<file path="src/rtl/fft_pkg.sv">
// Shared constants, loader state encoding and FFT word packing for the
// fft_frame_loader slice.
package fft_pkg;

    localparam int N        = 64;
    localparam int ADDR_W   = 6;
    localparam int SAMPLE_W = 16;
    localparam int DATA_W   = 32;
    localparam int HALF_W   = DATA_W / 2;

    typedef enum logic [2:0] {
        ST_IDLE,
        ST_RST,
        ST_LOAD,
        ST_START,
        ST_WAIT,
        ST_HOLD
    } loader_state_e;

    // FFT load word: real part in the upper half, imaginary part in the lower.
    function automatic logic [DATA_W-1:0] pack_word(input logic [HALF_W-1:0] re,
                                                    input logic [HALF_W-1:0] im);
        return {re, im};
    endfunction

endpackage

</file>
<file path="src/rtl/fft_frame_loader_if.sv">
// Sample-in / FFT-load-out bundle of the frame loader. The master side is the
// surrounding system (sample source, FFT status, consumer); the slave side is
// the loader itself.
interface fft_frame_loader_if #(
    parameter int SAMPLE_W = fft_pkg::SAMPLE_W,
    parameter int ADDR_W   = fft_pkg::ADDR_W,
    parameter int DATA_W   = fft_pkg::DATA_W
) ();

    logic                sample_valid;
    logic [SAMPLE_W-1:0] sample;
    logic                fft_done;
    logic                frame_ack;
    logic                fft_reset;
    logic                fft_load;
    logic [ADDR_W-1:0]   fft_load_address;
    logic [DATA_W-1:0]   fft_data;
    logic                fft_start;
    logic                busy;
    logic                overflow;

    modport master (
        output sample_valid, sample, fft_done, frame_ack,
        input  fft_reset, fft_load, fft_load_address, fft_data, fft_start,
               busy, overflow
    );

    modport slave (
        input  sample_valid, sample, fft_done, frame_ack,
        output fft_reset, fft_load, fft_load_address, fft_data, fft_start,
               busy, overflow
    );

endinterface

</file>
<file path="src/rtl/frame_bank_ram.sv">
// Two frame banks in one array, addressed {bank, ptr}: one write port and one
// registered read port, written so synthesis maps it onto block RAM.
module frame_bank_ram #(
    parameter int ADDR_W = 6,
    parameter int DATA_W = 16
) (
    input  logic              clk,
    input  logic              we_i,
    input  logic [ADDR_W:0]   waddr_i,
    input  logic [DATA_W-1:0] wdata_i,
    input  logic [ADDR_W:0]   raddr_i,
    output logic [DATA_W-1:0] rdata_o
);

    logic [DATA_W-1:0] mem_q [2**(ADDR_W+1)];

    // Synchronous write and registered read.
    // NOTE: the array has no reset; a reset port would stop block-RAM inference,
    // and stale contents are never observed because bank_full gates every read.
    always_ff @(posedge clk) begin
        if (we_i) begin
            mem_q[waddr_i] <= wdata_i;
        end
        rdata_o <= mem_q[raddr_i];
    end

endmodule

</file>
<file path="src/rtl/fft_frame_loader.sv">
// Ping-pong frame collector feeding a 64-point FFT: fills one bank while the
// other is reset/loaded/run/drained through the FFT, in strict order.
module fft_frame_loader
    import fft_pkg::*;
#(
    parameter int N         = fft_pkg::N,
    parameter int ADDR_W    = fft_pkg::ADDR_W,
    parameter int SAMPLE_W  = fft_pkg::SAMPLE_W,
    parameter int DATA_W    = fft_pkg::DATA_W,
    parameter int SIGNED_IN = 0
) (
    input  logic               clk,
    input  logic               reset_n,
    fft_frame_loader_if.slave  bus
);

    loader_state_e       state_q, state_d;
    logic [ADDR_W-1:0]   wr_ptr_q, wr_ptr_d;
    logic                wr_bank_q, wr_bank_d;
    logic                rd_bank_q, rd_bank_d;
    logic [1:0]          bank_full_q, bank_full_d;
    logic                overflow_q, overflow_d;
    logic [ADDR_W-1:0]   rd_ptr_q, rd_ptr_d;
    logic                load_q, load_d;

    logic                accept;
    logic                wrap;
    logic                ack;
    logic [ADDR_W-1:0]   raddr_ptr;
    logic [SAMPLE_W-1:0] wdata;
    logic [SAMPLE_W-1:0] rdata;

    assign accept = bus.sample_valid && !bank_full_q[wr_bank_q];
    assign wrap   = accept && (wr_ptr_q == ADDR_W'(N - 1));
    assign ack    = (state_q == ST_HOLD) && bus.frame_ack;

    // Offset-binary to two's complement is a plain MSB flip.
    assign wdata = (SIGNED_IN != 0) ? bus.sample
                                    : {~bus.sample[SAMPLE_W-1], bus.sample[SAMPLE_W-2:0]};

    frame_bank_ram #(
        .ADDR_W (ADDR_W),
        .DATA_W (SAMPLE_W)
    ) u_ram (
        .clk     (clk),
        .we_i    (accept),
        .waddr_i ({wr_bank_q, wr_ptr_q}),
        .wdata_i (wdata),
        .raddr_i ({rd_bank_q, raddr_ptr}),
        .rdata_o (rdata)
    );

    // Fill side: advance the write pointer, flip banks on wrap, flag drops.
    // NOTE: every variable gets its default before any branch so no latch is inferred.
    always_comb begin
        wr_ptr_d    = wr_ptr_q;
        wr_bank_d   = wr_bank_q;
        bank_full_d = bank_full_q;
        overflow_d  = overflow_q;
        if (ack) begin
            bank_full_d[rd_bank_q] = 1'b0;
        end
        if (accept) begin
            wr_ptr_d = wr_ptr_q + 1'b1;
        end
        // Applied after the clear so a set on the same bank wins.
        if (wrap) begin
            bank_full_d[wr_bank_q] = 1'b1;
            wr_bank_d              = ~wr_bank_q;
        end
        if (bus.sample_valid && bank_full_q[wr_bank_q]) begin
            overflow_d = 1'b1;
        end
    end

    // Drain FSM next state; the RAM read runs one cycle ahead of the load outputs.
    always_comb begin
        state_d   = state_q;
        rd_ptr_d  = rd_ptr_q;
        rd_bank_d = rd_bank_q;
        raddr_ptr = '0;
        unique case (state_q)
            ST_IDLE: begin
                // A wrap into the read bank starts the reset pulse right away.
                if (bank_full_q[rd_bank_q] || (wrap && (wr_bank_q == rd_bank_q))) begin
                    state_d = ST_RST;
                end
            end
            ST_RST: begin
                rd_ptr_d  = '0;
                raddr_ptr = '0;
                state_d   = ST_LOAD;
            end
            ST_LOAD: begin
                raddr_ptr = rd_ptr_q + 1'b1;
                rd_ptr_d  = rd_ptr_q + 1'b1;
                if (rd_ptr_q == ADDR_W'(N - 1)) begin
                    state_d = ST_START;
                end
            end
            ST_START: begin
                state_d = ST_WAIT;
            end
            ST_WAIT: begin
                if (bus.fft_done) begin
                    state_d = ST_HOLD;
                end
            end
            ST_HOLD: begin
                if (bus.frame_ack) begin
                    rd_bank_d = ~rd_bank_q;
                    state_d   = ST_IDLE;
                end
            end
            default: begin
                state_d = ST_IDLE;
            end
        endcase
    end

    assign load_d = (state_d == ST_LOAD);

    // State registers for both sides.
    // NOTE: sequential state uses non-blocking assignments only, so every
    // register samples pre-edge values regardless of statement order.
    always_ff @(posedge clk or negedge reset_n) begin
        if (!reset_n) begin
            state_q     <= ST_IDLE;
            wr_ptr_q    <= '0;
            wr_bank_q   <= 1'b0;
            rd_bank_q   <= 1'b0;
            bank_full_q <= '0;
            overflow_q  <= 1'b0;
            rd_ptr_q    <= '0;
            load_q      <= 1'b0;
        end else begin
            state_q     <= state_d;
            wr_ptr_q    <= wr_ptr_d;
            wr_bank_q   <= wr_bank_d;
            rd_bank_q   <= rd_bank_d;
            bank_full_q <= bank_full_d;
            overflow_q  <= overflow_d;
            rd_ptr_q    <= rd_ptr_d;
            load_q      <= load_d;
        end
    end

    // rd_ptr_q and the RAM output are both registered, so they line up with load_q.
    assign bus.fft_reset        = (state_q == ST_RST);
    assign bus.fft_start        = (state_q == ST_START);
    assign bus.fft_load         = load_q;
    assign bus.fft_load_address = rd_ptr_q;
    assign bus.fft_data         = load_q ? pack_word(rdata, '0) : '0;
    assign bus.busy             = (state_q != ST_IDLE);
    assign bus.overflow         = overflow_q;

endmodule

</file>
<file path="src/flat_wrapper.sv">
// flat-port wrapper written by rule: the top's interface ports become plain ports
module fft_frame_loader_flat import fft_pkg::*;
#(
    parameter int N         = fft_pkg::N,
    parameter int ADDR_W    = fft_pkg::ADDR_W,
    parameter int SAMPLE_W  = fft_pkg::SAMPLE_W,
    parameter int DATA_W    = fft_pkg::DATA_W,
    parameter int SIGNED_IN = 0
)
  (clk, reset_n, bus_sample_valid, bus_sample, bus_fft_done, bus_frame_ack, bus_fft_reset, bus_fft_load, bus_fft_load_address, bus_fft_data, bus_fft_start, bus_busy, bus_overflow);
  fft_frame_loader_if #(.SAMPLE_W(SAMPLE_W), .ADDR_W(ADDR_W), .DATA_W(DATA_W)) bus_i ();
  input  logic clk;
  input  logic reset_n;
  input wire logic [$bits(bus_i.sample_valid)-1:0] bus_sample_valid;
  input wire logic [$bits(bus_i.sample)-1:0] bus_sample;
  input wire logic [$bits(bus_i.fft_done)-1:0] bus_fft_done;
  input wire logic [$bits(bus_i.frame_ack)-1:0] bus_frame_ack;
  output wire logic [$bits(bus_i.fft_reset)-1:0] bus_fft_reset;
  output wire logic [$bits(bus_i.fft_load)-1:0] bus_fft_load;
  output wire logic [$bits(bus_i.fft_load_address)-1:0] bus_fft_load_address;
  output wire logic [$bits(bus_i.fft_data)-1:0] bus_fft_data;
  output wire logic [$bits(bus_i.fft_start)-1:0] bus_fft_start;
  output wire logic [$bits(bus_i.busy)-1:0] bus_busy;
  output wire logic [$bits(bus_i.overflow)-1:0] bus_overflow;
  assign bus_i.sample_valid = bus_sample_valid;
  assign bus_i.sample = bus_sample;
  assign bus_i.fft_done = bus_fft_done;
  assign bus_i.frame_ack = bus_frame_ack;
  assign bus_fft_reset = bus_i.fft_reset;
  assign bus_fft_load = bus_i.fft_load;
  assign bus_fft_load_address = bus_i.fft_load_address;
  assign bus_fft_data = bus_i.fft_data;
  assign bus_fft_start = bus_i.fft_start;
  assign bus_busy = bus_i.busy;
  assign bus_overflow = bus_i.overflow;
  fft_frame_loader #(.N(N), .ADDR_W(ADDR_W), .SAMPLE_W(SAMPLE_W), .DATA_W(DATA_W), .SIGNED_IN(SIGNED_IN)) u_core (.clk(clk), .reset_n(reset_n), .bus(bus_i));
endmodule
</file>
<file path="config.mk">
export PLATFORM = sky130hd
export DESIGN_NAME = fft_frame_loader_flat
export DESIGN_NICKNAME = d
export VERILOG_FILES = /design/src/rtl/fft_pkg.sv /design/src/rtl/fft_frame_loader_if.sv /design/src/rtl/frame_bank_ram.sv /design/src/rtl/fft_frame_loader.sv /design/src/flat_wrapper.sv
export SDC_FILE = /design/constraint.sdc
export NUM_CORES = 2
export LEC_CHECK = 0
export ABC_AREA = 1
export CORE_UTILIZATION = 31
export DETAILED_ROUTE_END_ITERATION = 10
export GPL_TIMING_DRIVEN = 0
export PLACE_DENSITY_LB_ADDON = 0.3
export SLEW_MARGIN = 20
export SYNTH_ARGS = -nofsm -noshare
export SYNTH_HDL_FRONTEND = slang
export SYNTH_SLANG_ARGS = --single-unit
</file>
<file path="constraint.sdc">
create_clock -name clk -period 2.8 [get_ports clk]
set_clock_uncertainty 0.15 [all_clocks]
set_input_delay 0.28 -clock clk [delete_from_list [all_inputs] [get_ports clk]]
set_output_delay 0.28 -clock clk [all_outputs]
set_load 0.05 [all_outputs]
</file>
## Word level (Yosys, flattened, before mapping)

Memory sizes are Yosys's and may differ from the RTL's. A register that Yosys moved wholly into a read port is not among the register bits.
Cells that the tools add are included.

| cells by class | value |
|---|---|
| muxes and demuxes | 20 |
| magnitude comparators | 4 |
| bitwise gates (word level) | 6 |
| add/subtract/negate cells | 2 |
| equality and inequality tests | 9 |
| reductions and logical operators | 13 |

Operator list:

| kind | count |
|---|---|
| 32-bit two-way mux | 1 |
| 3-bit one-hot mux with 6 select lines | 1 |
| 6-bit by 1-bit adder with 6-bit output, second input constant | 2 |
| 6-bit == test, second input constant | 2 |
| 3-bit two-way mux | 4 |
| 6-bit one-hot mux with 2 select lines | 1 |
| 3-bit by 2-bit == test with 1-bit output, second input constant | 3 |
| 1-bit two-way mux | 8 |
| 1-bit logical AND | 7 |
| 3-bit == test, second input constant | 2 |
| 6-bit two-way mux | 1 |
| 1-bit by 2-bit < comparator with 1-bit output, second input constant | 2 |
| 2-bit two-way mux | 2 |
| 3-bit by 1-bit == test with 1-bit output, second input constant | 1 |
| 3-bit logical NOT | 1 |
| 1-bit NOT | 3 |
| 3-bit nonzero test | 1 |
| 2-bit bitwise AND | 1 |
| 1-bit demux with 1-bit select | 2 |
| 1-bit >= comparator, second input constant | 2 |
| 2-bit NOT | 1 |
| 2-bit bitwise OR | 1 |
| 2-bit AND reduction | 1 |
| 2-bit nonzero test | 1 |
| other kinds (3) | 3 |

| storage, ports and cells | value |
|---|---|
| flip-flop bits (word level) | 21 |
| output and inout port bits | 43 |
| logic and storage cells | 63 |
| input bits | 21 |
| memories kept | 1 |
| RAM bits | 2048 |

Memory list:

| memory | depth | width | read ports | clocked after memory_dff | write ports | line | RTL |
|---|---|---|---|---|---|---|---|
| u_core.u_ram.mem_q | 128 | 16 | 1 | 1 | 1 | frame_bank_ram.sv:15 | `logic [DATA_W-1:0] mem_q [2**(ADDR_W+1)];` |

## Longest topological paths before layout

| logic depth | value |
|---|---|
| word-level depth | 10 |
| mapped depth | 16 |
| mapped depth without buffers | 14 |

## Hierarchy

A second synthesis with hierarchy kept.

| unflattened totals | value |
|---|---|
| cells, all modules | 6965 |
| area total of the unflattened synthesis | 84157.0 sq um |

By module, submodules not included:

| module | cells an instance | times used | seq. area each (sq um) | area an instance (sq um) |
|---|---|---|---|---|
| frame_bank_ram | 6793 | 1 | 61819.3 | 82828.2 |
| fft_frame_loader | 172 | 1 | 525.5 | 1328.8 |

## Worst setup path after synthesis

No wires, ideal clock.

| path | value |
|---|---|
| kind | flip-flop to flip-flop |
| from | register u_core.wr_bank_q |
| to | memory u_core.u_ram.mem_q[63][0] (enable) |
| cell stages (with the launch flop) | 9 |
| arrival | 2.440 ns |
| setup time | 0.409 ns |
| setup slack | -0.199 ns |
| path buffers | 2 |
| required time | 2.241 ns |
| clock period less this slack | 2.999 ns |
| cell sequence | dfrtp_1 -> clkbuf_1 -> inv_1 -> nand2_1 -> nand2_1 -> nor2_1 -> buf_2 -> nand4_1 -> nor3_1 |

| on the way | value |
|---|---|
| word-level cells in the longest chain between the ends | 6 |

Ends and longest elaborated chain:

| item | line | RTL |
|---|---|---|
| start, declared | fft_frame_loader.sv:19 | `logic wr_bank_q, wr_bank_d;` |
| start signal, assigned | fft_frame_loader.sv:139 | `wr_bank_q <= wr_bank_d;` |
| 1-bit two-way mux (implied by the code) (2 in a row) | fft_frame_loader.sv:33 | `assign accept = bus.sample_valid && !bank_full_q[wr_bank_q];` |
| 1-bit logical NOT | fft_frame_loader.sv:33 |  |
| 1-bit logical AND | fft_frame_loader.sv:33 |  |
| 1-bit two-way mux | frame_bank_ram.sv:21 | `if (we_i) begin` |
| 1-bit two-way mux (implied by the code) | frame_bank_ram.sv:22 | `mem_q[waddr_i] <= wdata_i;` |
| end, declared | frame_bank_ram.sv:15 |  |

Several ways; a longest one is shown, not always the timed one. The select of a mux whose other input is x is not followed.

## Worst setup path in the final report

| path | value |
|---|---|
| from | register u_core.rd_ptr_q[0], in the netlist u_core.bus.fft_load_address[0] |
| to | register u_core.u_ram.rdata_o[13] (read register of u_core.u_ram.mem_q) |

| on the way | value |
|---|---|
| word-level cells in the longest chain between the ends | 2 |

Ends and longest elaborated chain:

| item | line | RTL |
|---|---|---|
| start, declared | fft_frame_loader.sv:23 | `logic [ADDR_W-1:0] rd_ptr_q, rd_ptr_d;` |
| start signal, assigned | fft_frame_loader.sv:143 | `rd_ptr_q <= rd_ptr_d;` |
| 6-bit by 1-bit adder with 6-bit output | fft_frame_loader.sv:95 | `raddr_ptr = rd_ptr_q + 1'b1;` |
| 6-bit two-way mux | fft_frame_loader.sv:82 | `unique case (state_q)` |
| end, declared | frame_bank_ram.sv:12 | `output logic [DATA_W-1:0] rdata_o` |

Every way passes these cells.
A chain may end at the register's enable or synchronous reset.

==> impl_metrics.toml <==
[outcome]
outcome = "finished, violations left"
violations = "setup timing"

[worst_setup_path]
crit_path_max_fanout = 10
critPathCaptureType = "flip-flop"
rrSetupSlack_ns = -0.20
startpoint_type = "flip-flop"
critPathRequiredTime_ns = 3.44
setup.worst_path.class = "reg2reg"
arrival_ns = 3.64

[floorplanning]
die_area_sq_um = 295000
ios = 64
fp.dieW_microns = 543
rows = 198
initial_utilization = 0.312
core_sq_um = 291000
die_h_microns = 543

[global_routing]
grtUsageMet2 = 0.378
gr-usage-all-layers = 0.242
grt_pass1_wl_mm = 496
grtUsageMet3 = 0.0477
grt_pass1_vias = 63307
top_usage_layer = "met2"
grt_max_degree = 97
grt_util_met1 = 0.314
antenna_found_initial = 14
overflow = 0

[power]
leakagePower_nw = 46.4
vdd_ir_drop_max_mv = 0.590
power_w = 0.101
powerDensity_nw_per_um2 = 892

[clock_network]
cts.htree.levels = 4
numCtsBuffers = 221
path_clk_slew_ns = 0.06
cts_tree = "built"
cts_root_buffer = "clkbuf_16"
clock_latency_ns = 0.92
clock_path_buffers = 3
clock-sinks = 2085

[cells_and_area]
final_common_cell = "edfxtp_1"
final_layout_size_suffix_gt1_frac = 0.173
fillers = 27999
syn2layout_area_growth_pct = 25.1
fin_nets = 9346
instances_no_fill = 13421
final_cell_mix = "edfxtp_1, inv_1, nand2_1, nand3_1, nor2_1"

[synth]
yosysWarnings = 0
synthTopCellsByArea = "edfxtp_1, nand3_1, nand2_1, inv_1, nor2_1"
synth_top_area_share = 0.677
yosysSeqAreaShare = 0.686
synth_largest_area_cell = "edfxtp_1"
synth_cells = 8766
ys_ff_latch = 2085
synth_cell_types = 31
syn_area_per_cell_sq_um = 10.4
syn_area_sq_um = 90800

[min_path]
worstHoldPathType = "in2reg"

[placement]
place_hpwl_mm = 245
place_inst = 12795
place_congestion = 0.969
io_buffers = 47

[sta]
slew_headroom = 0.294
period_needed_ns = 3.00
finalSetupTns_ns = -2.56
hold_viol = 0
maxSlewViolCount = 0
setup_viol = 16
timing.final.crit_share = 1.07
rsz0062_at_grt = "yes"
worstMarginPinSlew_ns = 1.06
clock.fmax_mhz = 333
fin_ws_ns = -0.201

[drt]
first_pass_iters = 6
via_per_inst = 5.06
dr_total_vias = 67952
routed_wl_mm = 363
wire_per_inst_microns = 27.1
drc = 0
drtIter0Drc = 9174
ant_nets = 0

[flow_run]
cap_violations = 0
## per-stage QoR
step,hold WS [ns],setup WS [ns],utilization,instance area [sq um]
2_1_floorplan,-0.166,-0.199,-,91000
3_3_place_gp,0.298,-4.29,0.331,96400
3_5_place_dp,0.175,-2.11,0.338,98400
4_1_cts,0.0272,-0.201,0.386,113000
5_1_grt,0.0841,-0.194,0.390,114000
6_report,0.0868,-0.201,0.390,114000
## cell type report
class	instances	area, sq um	area share
buffer	500	4940	0.0435
sequential	2085	62400	0.549
inverter	1680	6360	0.0560
clock buffer	288	5910	0.0520
timing repair buffer	322	4680	0.0412
tap	3900	4880	0.0429
clock inverter	124	1380	0.0121
antenna	9	22.5	0.000198
multi-input combinational	4513	23100	0.203
## worst max-delay path: stages, from the launching register on
cell and delay [ns]:
dfrtp_2 0.50, inv_8 0.13, clkbuf_4 0.36, buf_2 0.41, nor2_1 0.10, nor2_2 0.13, o21ai_2 0.10, nand3_1 0.17
nand3_1 0.15, nand3_1 0.13, nand3_2 0.11, nand2_1 0.13, nand2_2 0.09, nand2_4 0.16
## report_power, final
part | total, W | internal (W) | switching [W]
logic | 0.0364 | 0.0104 | 0.0261
clock network | 0.0296 | 0.0168 | 0.0129
registers | 0.0354 | 0.0350 | 0.000336
total | 0.101 | 0.0621 | 0.0393
## flip-flops by register name (all words and copies together), names as in the netlist
| register | flops |
|---|---|
| u_core.bank_full_q | 2 |
| u_core.bus.fft_load | 1 |
| u_core.bus.fft_load_address | 6 |
| u_core.bus.overflow | 1 |
| u_core.rd_bank_q | 1 |
| u_core.state_q | 3 |
| u_core.u_ram.mem_q | 2048 |
| u_core.u_ram.rdata_o | 16 |
| u_core.wr_bank_q | 1 |
| u_core.wr_ptr_q | 6 |
## kinds of logic (layout without fill, tap and decap cells)
| group | count (synthesis) | in the layout | share of synthesized area |
|---|---|---|---|
| other | 1 | 25 | 0.0000413 |
| flip-flops | 2085 | 2085 | 0.686 |
| XOR/XNOR | 6 | 6 | 0.000579 |
| adder cells (fa/ha/maj) | 2 | 2 | 0.000275 |
| AO/OA/AOI/OAI | 128 | 128 | 0.00712 |
| AND/OR/NAND/NOR | 4361 | 4361 | 0.210 |
| buffers and inverters | 2183 | 2914 | 0.0953 |
## final timing paths
kind | start | endpoint | depth (start not counted)
worst max-delay path | u_core.bus.fft_load_address[0] | u_core.u_ram.rdata_o[13] | 13
worst min-delay path | bus_frame_ack | u_core.state_q[2] | 4
worst max register to register | u_core.bus.fft_load_address[0] | u_core.u_ram.rdata_o[13] | 13
worst min register to register | u_core.bus.overflow | u_core.bus.overflow | 1
max in group asynchronous | reset_n | u_core.bank_full_q[0] | 4
min in group asynchronous | reset_n | u_core.bus.overflow | 4
## synth_stat cells
library cell	instances
nor3_1	7
clkinv_1	1
o31ai_1	1
inv_1	1673
o21ai_1	38
buf_6	11
a31oi_1	1
or2_0	8
or2_2	38
nor2_2	2
o21ai_0	85
nor2_1	597
conb_1	1
inv_2	6
buf_1	38
clkbuf_1	189
buf_4	19
nand3_2	3
nor2_4	2
buf_2	246
a21oi_1	2
edfxtp_1	2048
nand3_1	1906
dfrtp_1	21
ha_1	2
dfxtp_1	16
nand2_1	1726
xor2_1	6
a21o_1	1
nand3b_1	1
nand4_1	71
## timing repair
action,4_1_cts,5_1_grt
gates cloned,6,2
resized for setup,1305,281
setup endpoints to repair,2096,265
pin swaps,131,52
hold buffers,19,0
endpoints found under the hold margin,1101,0
buffers inserted,170,11
## routing by layer
metal  routed length, microns  share of wire  up-vias
met2                   162000           0.45     3576
met5                       20       0.000055        -
met3                    36400           0.10      817
met1                   141000           0.39    33688
li1                         -              -    29867
met4                    23300          0.064        4
Power figures use the tool's default switching activity.
